--- src/rtl/row_load_pkg.sv ---
// Shared defaults and state encoding for the row load sequencer.
package row_load_pkg;

  localparam int WIDTH_DEF = 16;
  localparam int LANES_DEF = 10;
  localparam int ROWS_DEF  = 10;

  typedef enum logic [1:0] {
    S_IDLE,
    S_FILL,
    S_LOAD,
    S_WAIT
  } state_t;

  function automatic int cw(input int n);
    return (n > 1) ? $clog2(n) : 1;
  endfunction

endpackage

--- src/rtl/modn_counter.sv ---
// Modulo-N counter with clear, enable, wrap at N-1 and terminal count.
module modn_counter
  import row_load_pkg::*;
#(
  parameter int N = 10,
  parameter int W = cw(N)
) (
  input  logic         clk,
  input  logic         reset,
  input  logic         clear,
  input  logic         enable,
  output logic [W-1:0] cnt,
  output logic         tc
);

  assign tc = (cnt == W'(N - 1));

  always_ff @(posedge clk) begin
    if (reset || clear) begin
      cnt <= '0;
    end else if (enable) begin
      cnt <= tc ? '0 : cnt + W'(1);
    end
  end

endmodule

--- src/rtl/row_load_seq.sv ---
// Assembles a streamed matrix into rows and hands each row to a
// downstream register bank with a load strobe and consume handshake.
module row_load_seq
  import row_load_pkg::*;
#(
  parameter int WIDTH = WIDTH_DEF,
  parameter int LANES = LANES_DEF,
  parameter int ROWS  = ROWS_DEF,
  localparam int LW   = cw(LANES),
  localparam int RW   = cw(ROWS)
) (
  input  logic               CLK,
  input  logic               reset,
  input  logic               start,
  input  logic               abort,
  input  logic [WIDTH-1:0]   in_data,
  input  logic               in_valid,
  output logic               in_ready,
  output logic [WIDTH*LANES-1:0] dout,
  output logic               ld,
  input  logic               consume,
  output logic [RW-1:0]      row_idx,
  output logic               busy,
  output logic               done
);

  state_t        state;
  logic [LW-1:0] lane_cnt;
  logic [RW-1:0] row_cnt;
  logic          lane_tc;
  logic          row_tc;
  logic          accept;
  logic          last_word;
  logic          row_step;
  logic          lane_clr;
  logic          row_clr;

  // in_ready is high exactly in FILL, so it doubles as the state qualifier
  assign accept    = in_ready & in_valid & ~abort;
  assign last_word = accept & lane_tc;
  assign row_step  = (state == S_WAIT) & consume & ~abort;
  assign lane_clr  = (state != S_FILL) | abort;
  assign row_clr   = (state == S_IDLE) | abort;
  assign row_idx   = row_cnt;

  modn_counter #(.N(LANES), .W(LW)) u_lane (
    .clk    (CLK),
    .reset  (reset),
    .clear  (lane_clr),
    .enable (accept),
    .cnt    (lane_cnt),
    .tc     (lane_tc)
  );

  // row counter wraps to zero on the final consume
  modn_counter #(.N(ROWS), .W(RW)) u_row (
    .clk    (CLK),
    .reset  (reset),
    .clear  (row_clr),
    .enable (row_step),
    .cnt    (row_cnt),
    .tc     (row_tc)
  );

  always_ff @(posedge CLK) begin
    if (reset) begin
      state    <= S_IDLE;
      in_ready <= 1'b0;
      ld       <= 1'b0;
      busy     <= 1'b0;
      done     <= 1'b0;
      dout     <= '0;
    end else begin
      ld   <= 1'b0;
      done <= 1'b0;
      if (accept) begin
        for (int k = 0; k < LANES; k++) begin
          if (lane_cnt == LW'(k)) begin
            dout[k*WIDTH +: WIDTH] <= in_data;
          end
        end
      end
      if (abort && state != S_IDLE) begin
        state    <= S_IDLE;
        in_ready <= 1'b0;
        busy     <= 1'b0;
      end else begin
        unique case (state)
          S_IDLE: begin
            if (start) begin
              state    <= S_FILL;
              in_ready <= 1'b1;
              busy     <= 1'b1;
            end
          end
          S_FILL: begin
            if (last_word) begin
              state    <= S_LOAD;
              in_ready <= 1'b0;
              ld       <= 1'b1;
            end
          end
          S_LOAD: begin
            state <= S_WAIT;
          end
          S_WAIT: begin
            if (row_step) begin
              if (row_tc) begin
                state <= S_IDLE;
                busy  <= 1'b0;
                done  <= 1'b1;
              end else begin
                state    <= S_FILL;
                in_ready <= 1'b1;
              end
            end
          end
          default: begin
            state <= S_IDLE;
          end
        endcase
      end
    end
  end

endmodule

--- config.mk ---
export PLATFORM = sky130hd
export DESIGN_NAME = row_load_seq
export DESIGN_NICKNAME = d
export VERILOG_FILES = /design/src/rtl/row_load_pkg.sv /design/src/rtl/modn_counter.sv /design/src/rtl/row_load_seq.sv
export SDC_FILE = /design/constraint.sdc
export NUM_CORES = 1
export LEC_CHECK = 0
export CAP_MARGIN = 40
export CELL_PAD_IN_SITES_DETAIL_PLACEMENT = 1
export CELL_PAD_IN_SITES_GLOBAL_PLACEMENT = 1
export CORE_MARGIN = 2
export CORE_UTILIZATION = 36
export CTS_CLUSTER_SIZE = 10
export DETAILED_ROUTE_END_ITERATION = 10
export PLACE_DENSITY_LB_ADDON = 0.1
export SLEW_MARGIN = 30
export SYNTH_ARGS = -nofsm -noshare
export SYNTH_HDL_FRONTEND = slang
export SYNTH_SLANG_ARGS = --single-unit
--- constraint.sdc ---
create_clock -name CLK -period 2 [get_ports CLK]
set_clock_uncertainty 0.2 [all_clocks]
set_input_delay 0.4 -clock CLK [delete_from_list [all_inputs] [get_ports CLK]]
set_output_delay 0.4 -clock CLK [all_outputs]
set_load 0.03 [all_outputs]
Word-level counts from Yosys, hierarchy flattened
Cells that the tools add are included.
W data, S select, Z words.
{"block": "totals", "ff_bits": 174, "input_bits": 22, "out_inout_bits": 168, "word_cells": 90}
{"block": "classes", "add_sub_neg": 2, "eq_ne": 19, "mux": 17, "bitwise_logic": 11, "n_reduce_logical": 24}
{"op": "$reduce_and A2 Y1", "count": 10}
{"op": "$eq A4 B3 Y1 const B", "count": 4}
{"op": "$eq A4 B4 Y1 const B", "count": 3}
{"op": "$mux W1", "count": 9}
{"op": "$add A4 B1 Y4 const B", "count": 2}
{"op": "$eq A4 B2 Y1 const B", "count": 2}
{"op": "$mux W4", "count": 2}
{"op": "$ne A2 B2 Y1 const B", "count": 4}
{"op": "$pmux W2 S4", "count": 1}
{"op": "$mux W2", "count": 3}
{"op": "$and A1 B1 Y1", "count": 5}
{"op": "$reduce_and A5 Y1", "count": 1}
{"op": "$eq A2 B2 Y1 const B", "count": 2}
{"op": "$eq A4 B1 Y1 const B", "count": 1}
{"op": "$logic_not A4 Y1", "count": 1}
{"op": "$ne A2 B1 Y1 const B", "count": 2}
{"op": "$not A1 Y1", "count": 4}
{"op": "$reduce_and A4 Y1", "count": 1}
{"op": "$reduce_bool A2 Y1", "count": 2}
{"op": "$reduce_or A4 Y1", "count": 1}
{"op": "$pmux W1 S3", "count": 1}
{"op": "$reduce_and A3 Y1", "count": 1}
{"op": "$reduce_bool A3 Y1", "count": 1}
{"op": "$reduce_or A3 Y1", "count": 1}
{"op": "other kinds (7)", "count": 9}

Depth between registers and ports, before layout
{"block": "depth", "word_depth": 5, "depth_mapped": 8, "mapped_depth_nobuf": 6}

Cells and area by module
A second synthesis with hierarchy kept.
{"block": "unflattened", "hier_cells": 741, "hier_area_um2": 6553.8}
{"mod": "row_load_seq", "instances": 1, "cells_each": 699, "area_each_um2": 6160.9, "seq_area_each_um2": 3323.2}
{"mod": "modn_counter", "instances": 2, "cells_each": 21, "area_each_um2": 196.4, "seq_area_each_um2": 80.1}

Worst setup path after synthesis
OpenSTA, ideal clock, no wires.
{"block": "synth_path", "path_kind": "flip-flop to flip-flop", "from": "reg in_ready", "to": "reg dout[85]", "setup_time_ps": 128, "arrival_time_ps": 1575, "required_ps": 1672, "path_slack_ps": 97, "path_stages_with_launch": 8, "n_path_buf": 3, "period_less_slack_ps": 1903, "path_cell_list": "dfxtp_1 > and4b_1 > buf_6 > and3b_1 > buf_6 > buf_12 > mux2i_1 > nor2_1"}
{"block": "synth_via", "elab_chain_cells": 3}
{"element": "from (decl)", "line_no": "row_load_seq.sv:18", "source": "output logic in_ready,"}
{"element": "from (signal assigned)", "line_no": "row_load_seq.sv:68", "source": "in_ready <= 1'b0;"}
{"element": "from (signal assigned)", "line_no": "row_load_seq.sv:85", "source": "in_ready <= 1'b0;"}
{"element": "from (signal assigned)", "line_no": "row_load_seq.sv:92", "source": "in_ready <= 1'b1;"}
{"element": "$and A1 B1 Y1 (2 in a row)", "line_no": "row_load_seq.sv:39", "source": "assign accept = in_ready & in_valid & ~abort;"}
{"element": "$reduce_and A2 Y1 (no line)"}
{"element": "to (signal, indexed assignment)", "line_no": "row_load_seq.sv:79", "source": "dout[k*WIDTH +: WIDTH] <= in_data;"}
{"element": "to (decl)", "line_no": "row_load_seq.sv:19", "source": "output logic [WIDTH*LANES-1:0] dout,"}
No other way between the ends.
A chain may end at the register's enable or synchronous reset.

Worst setup path after layout
{"block": "layout_path", "from": "reg in_ready", "to": "out in_ready"}
No word-level cell between the ends.

==> flow_summary.json <==
{
  "start_util_pct": 36.92,
  "grt.total_usage_pct": 20.73,
  "drive_above_1_share_pct": 9.441,
  "cts_buffers": 17,
  "cp_max_fo": 7,
  "clk_transition_reported_paths_ns": 0.06,
  "critPathMaxStageDelay_ns": 0.45,
  "setup_viol": 0,
  "grt_max_degree": 80,
  "dpl.hpwl_mm": 14.37,
  "synth_ff_type": "dfxtp_1",
  "synth_cell_types": 41,
  "ir_drop_uv": 600.7,
  "drt-pass1-iter-count": 4,
  "clk_path_buf_depth": 2,
  "reg2reg_depth": 5,
  "min_to": "dout[114]",
  "netlist_area_mm2": 0.006655,
  "worst_slack_ns": 0.07952,
  "r2r_end": "dout[26]",
  "htreeDepth": 4,
  "drv_slew": 0,
  "dieArea_mm2": 0.01959,
  "powerDensity_mw_per_mm2": 822.8,
  "ioPinCount": 190,
  "rrSetupSlack_ns": 0.12,
  "synth.avg_cell_area_um2": 10.25,
  "grt_pass1_vias": 5626,
  "instances_no_fill": 1087,
  "grt_overflow_total": 0,
  "cp_slowest_cell": "dfxtp_1",
  "path_buf_inv": 1,
  "cts_tree": "done",
  "grt_pass1_wl_mm": 31.54,
  "async_flop_share_pct": 0,
  "leakagePower_nw": 4.906,
  "relSlewSlack_pct": 64.36,
  "cp.depth": 1,
  "placedCellCount": 1057,
  "status": "complete, no violations",
  "fmaxAchievable_mhz": 520.7,
  "yosys_warnings": 0,
  "critPathLaunchType": "flip-flop",
  "die_y_um": 140.0,
  "cp_data_arrival_time_ns": 1.32,
  "fin_crit_ns": 1.920,
  "synth-seq-cells": 174,
  "postLayoutCoreUtil_pct": 51.49,
  "postCtsResizedCells": 168,
  "clock-sinks": 174,
  "clk_latency_ns": 0.42,
  "cts-root-buf": "clkbuf_16",
  "gp_congestion": 0.7764,
  "final-hold-violation-count": 0,
  "nets": 873,
  "critPathKind": "reg -> out",
  "rsz0062_at_grt": "false",
  "synth_edf_count": 0,
  "r2r_start": "in_ready",
  "die_w_um": 140.0,
  "path_cells": "dlygate4sd2_1",
  "vias": 5300,
  "hold-path-cell-count": 2,
  "detail-route-antenna-nets": 0,
  "fp-row-count": 49,
  "syn_to_final_growth_pct": 39.46,
  "tightest_slew_ns": 0.5329,
  "cap_violations": 0,
  "min_period_over_period_pct": 96.02,
  "finalSetupTns_ns": 0,
  "wirelength_mm": 20.37,
  "cp.required_ns": 1.40,
  "diodes": 0,
  "crit_family": "flip-flops",
  "postCtsHoldBufs": 0,
  "antenna_found_initial": 0,
  "viasPerCell": 4.876,
  "endpoint_kind": "output pin",
  "p_total_mw": 7.637,
  "drt_iter0_drc": 193,
  "min_path_type": "in -> reg",
  "syn_inst": 649,
  "syn-num-nets": 675,
  "port_buffers": 189,
  "avgRoutedWirePerCell_um": 18.74,
  "dp_slack_ns": -0.3256,
  "core_region_area_mm2": 0.01802,
  "cts_setup_buffers": 0,
  "seq_area_frac_synth_pct": 52.34,
  "min_from": "reset",
  "drc": 0
}
-- routing by layer --
metal	vias to the layer above	GRT usage [%]	share of wire [%]
met1	2615	26.01	45
met2	134	34.99	48
met4	0	5.368	1.1
met5	-	0	0
li1	2531	-	-
met3	20	6.154	6.2
-- through the flow --
stage	hold slack, ns	area (µm²)
2_1_floorplan	0.3079	6655
3_3_place_gp	0.2439	8905
3_5_place_dp	0.2496	8905
4_1_cts	0.1141	9281
5_1_grt	0.1322	9281
6_report	0.1288	9281
-- layout by cell type, fill, tap and decap left out, types with 2 or more instances in the layout --
cell type / n
clkinvlp_4: 2
clkdlybuf4s50_1: 20
buf_12: 12
inv_6: 2
nand3_1: 3
clkbuf_16: 17
dfxtp_1: 174
xor2_1: 3
buf_4: 35
nand2_1: 39
nand2b_1: 2
ha_1: 4
nor2_1: 154
inv_1: 4
and4b_1: 2
and3b_1: 3
o21ai_0: 2
nor2b_1: 4
nand4b_1: 3
mux2i_1: 145
a21oi_1: 23
bufinv_16: 3
nand3b_1: 2
nor3_1: 3
xnor2_1: 2
clkbuf_1: 3
dlygate4sd2_1: 168
nand4_1: 2
nand3_2: 4
-- logic make-up after synthesis --
group | count (synthesis) | synth area share, %
flops | 174 | 52.34
compound gates | 32 | 2.726
xor+xnor | 5 | 0.6581
buf+inv | 60 | 6.561
mux | 145 | 21.81
simple gates | 229 | 15.15
fa+ha+maj | 4 | 0.7521
-- worst register-to-register path, stage by stage, from the launching register on --
cell and delay [ns]:
dfxtp_1 0.45, and4b_1 0.35, and3b_1 0.27, buf_12 0.19
mux2i_1 0.25, nor2_1 0.07
-- worst max path at each step --
stage                         from       end  slack, ns
after floorplan           in_ready  dout[85]        0.1
after global routing      in_valid  dout[23]       0.03
after CTS                 in_ready  in_ready       0.07
final                     in_ready  in_ready       0.08
after global placement    in_valid  dout[27]      -0.21
after detailed placement  in_valid  dout[26]      -0.33
-- power by group --
group | switching, mW | internal, mW | leakage [nW]
sequential | 0.0468 | 3.52 | 1.40
combinational | 0.435 | 0.282 | 3.22
clock | 1.36 | 1.99 | 0.280
-- state kept, by name, summed over array words and instances (netlist names) --
| name | cells |
|---|---|
| u_lane.cnt | 4 |
| busy | 1 |
| state | 2 |
| ld | 1 |
| dout | 160 |
| done | 1 |
| in_ready | 1 |
| u_row.cnt | 4 |
-- cells in the mapped netlist, drive strengths merged, types with 3 or more instances --
| library cell | n | area [µm²] |
|---|---|---|
| inv | 4 | 15.01 |
| mux2i | 145 | 1451 |
| xor2 | 3 | 26.28 |
| dfxtp | 174 | 3483 |
| nor3 | 3 | 15.01 |
| ha | 4 | 50.05 |
| and3b | 3 | 26.28 |
| a21oi | 23 | 115.1 |
| nand3 | 7 | 55.05 |
| nand4b | 3 | 26.28 |
| clkbuf | 24 | 91.33 |
| nor2 | 154 | 578.1 |
| nand2 | 39 | 146.4 |
| nor2b | 4 | 25.02 |
| buf | 32 | 330.3 |
-- cell type report --
type                    instances  area (µm²)
fillers                      2056        8743
clock inverters                 9       136.4
multi-input cells             415        2735
repair buffers                235        2175
well taps                     229       286.5
clock buffers                  21       450.4
inverters                       4       15.01
flip-flops and latches        174        3483
No activity file was read; power rests on OpenSTA's default activity.
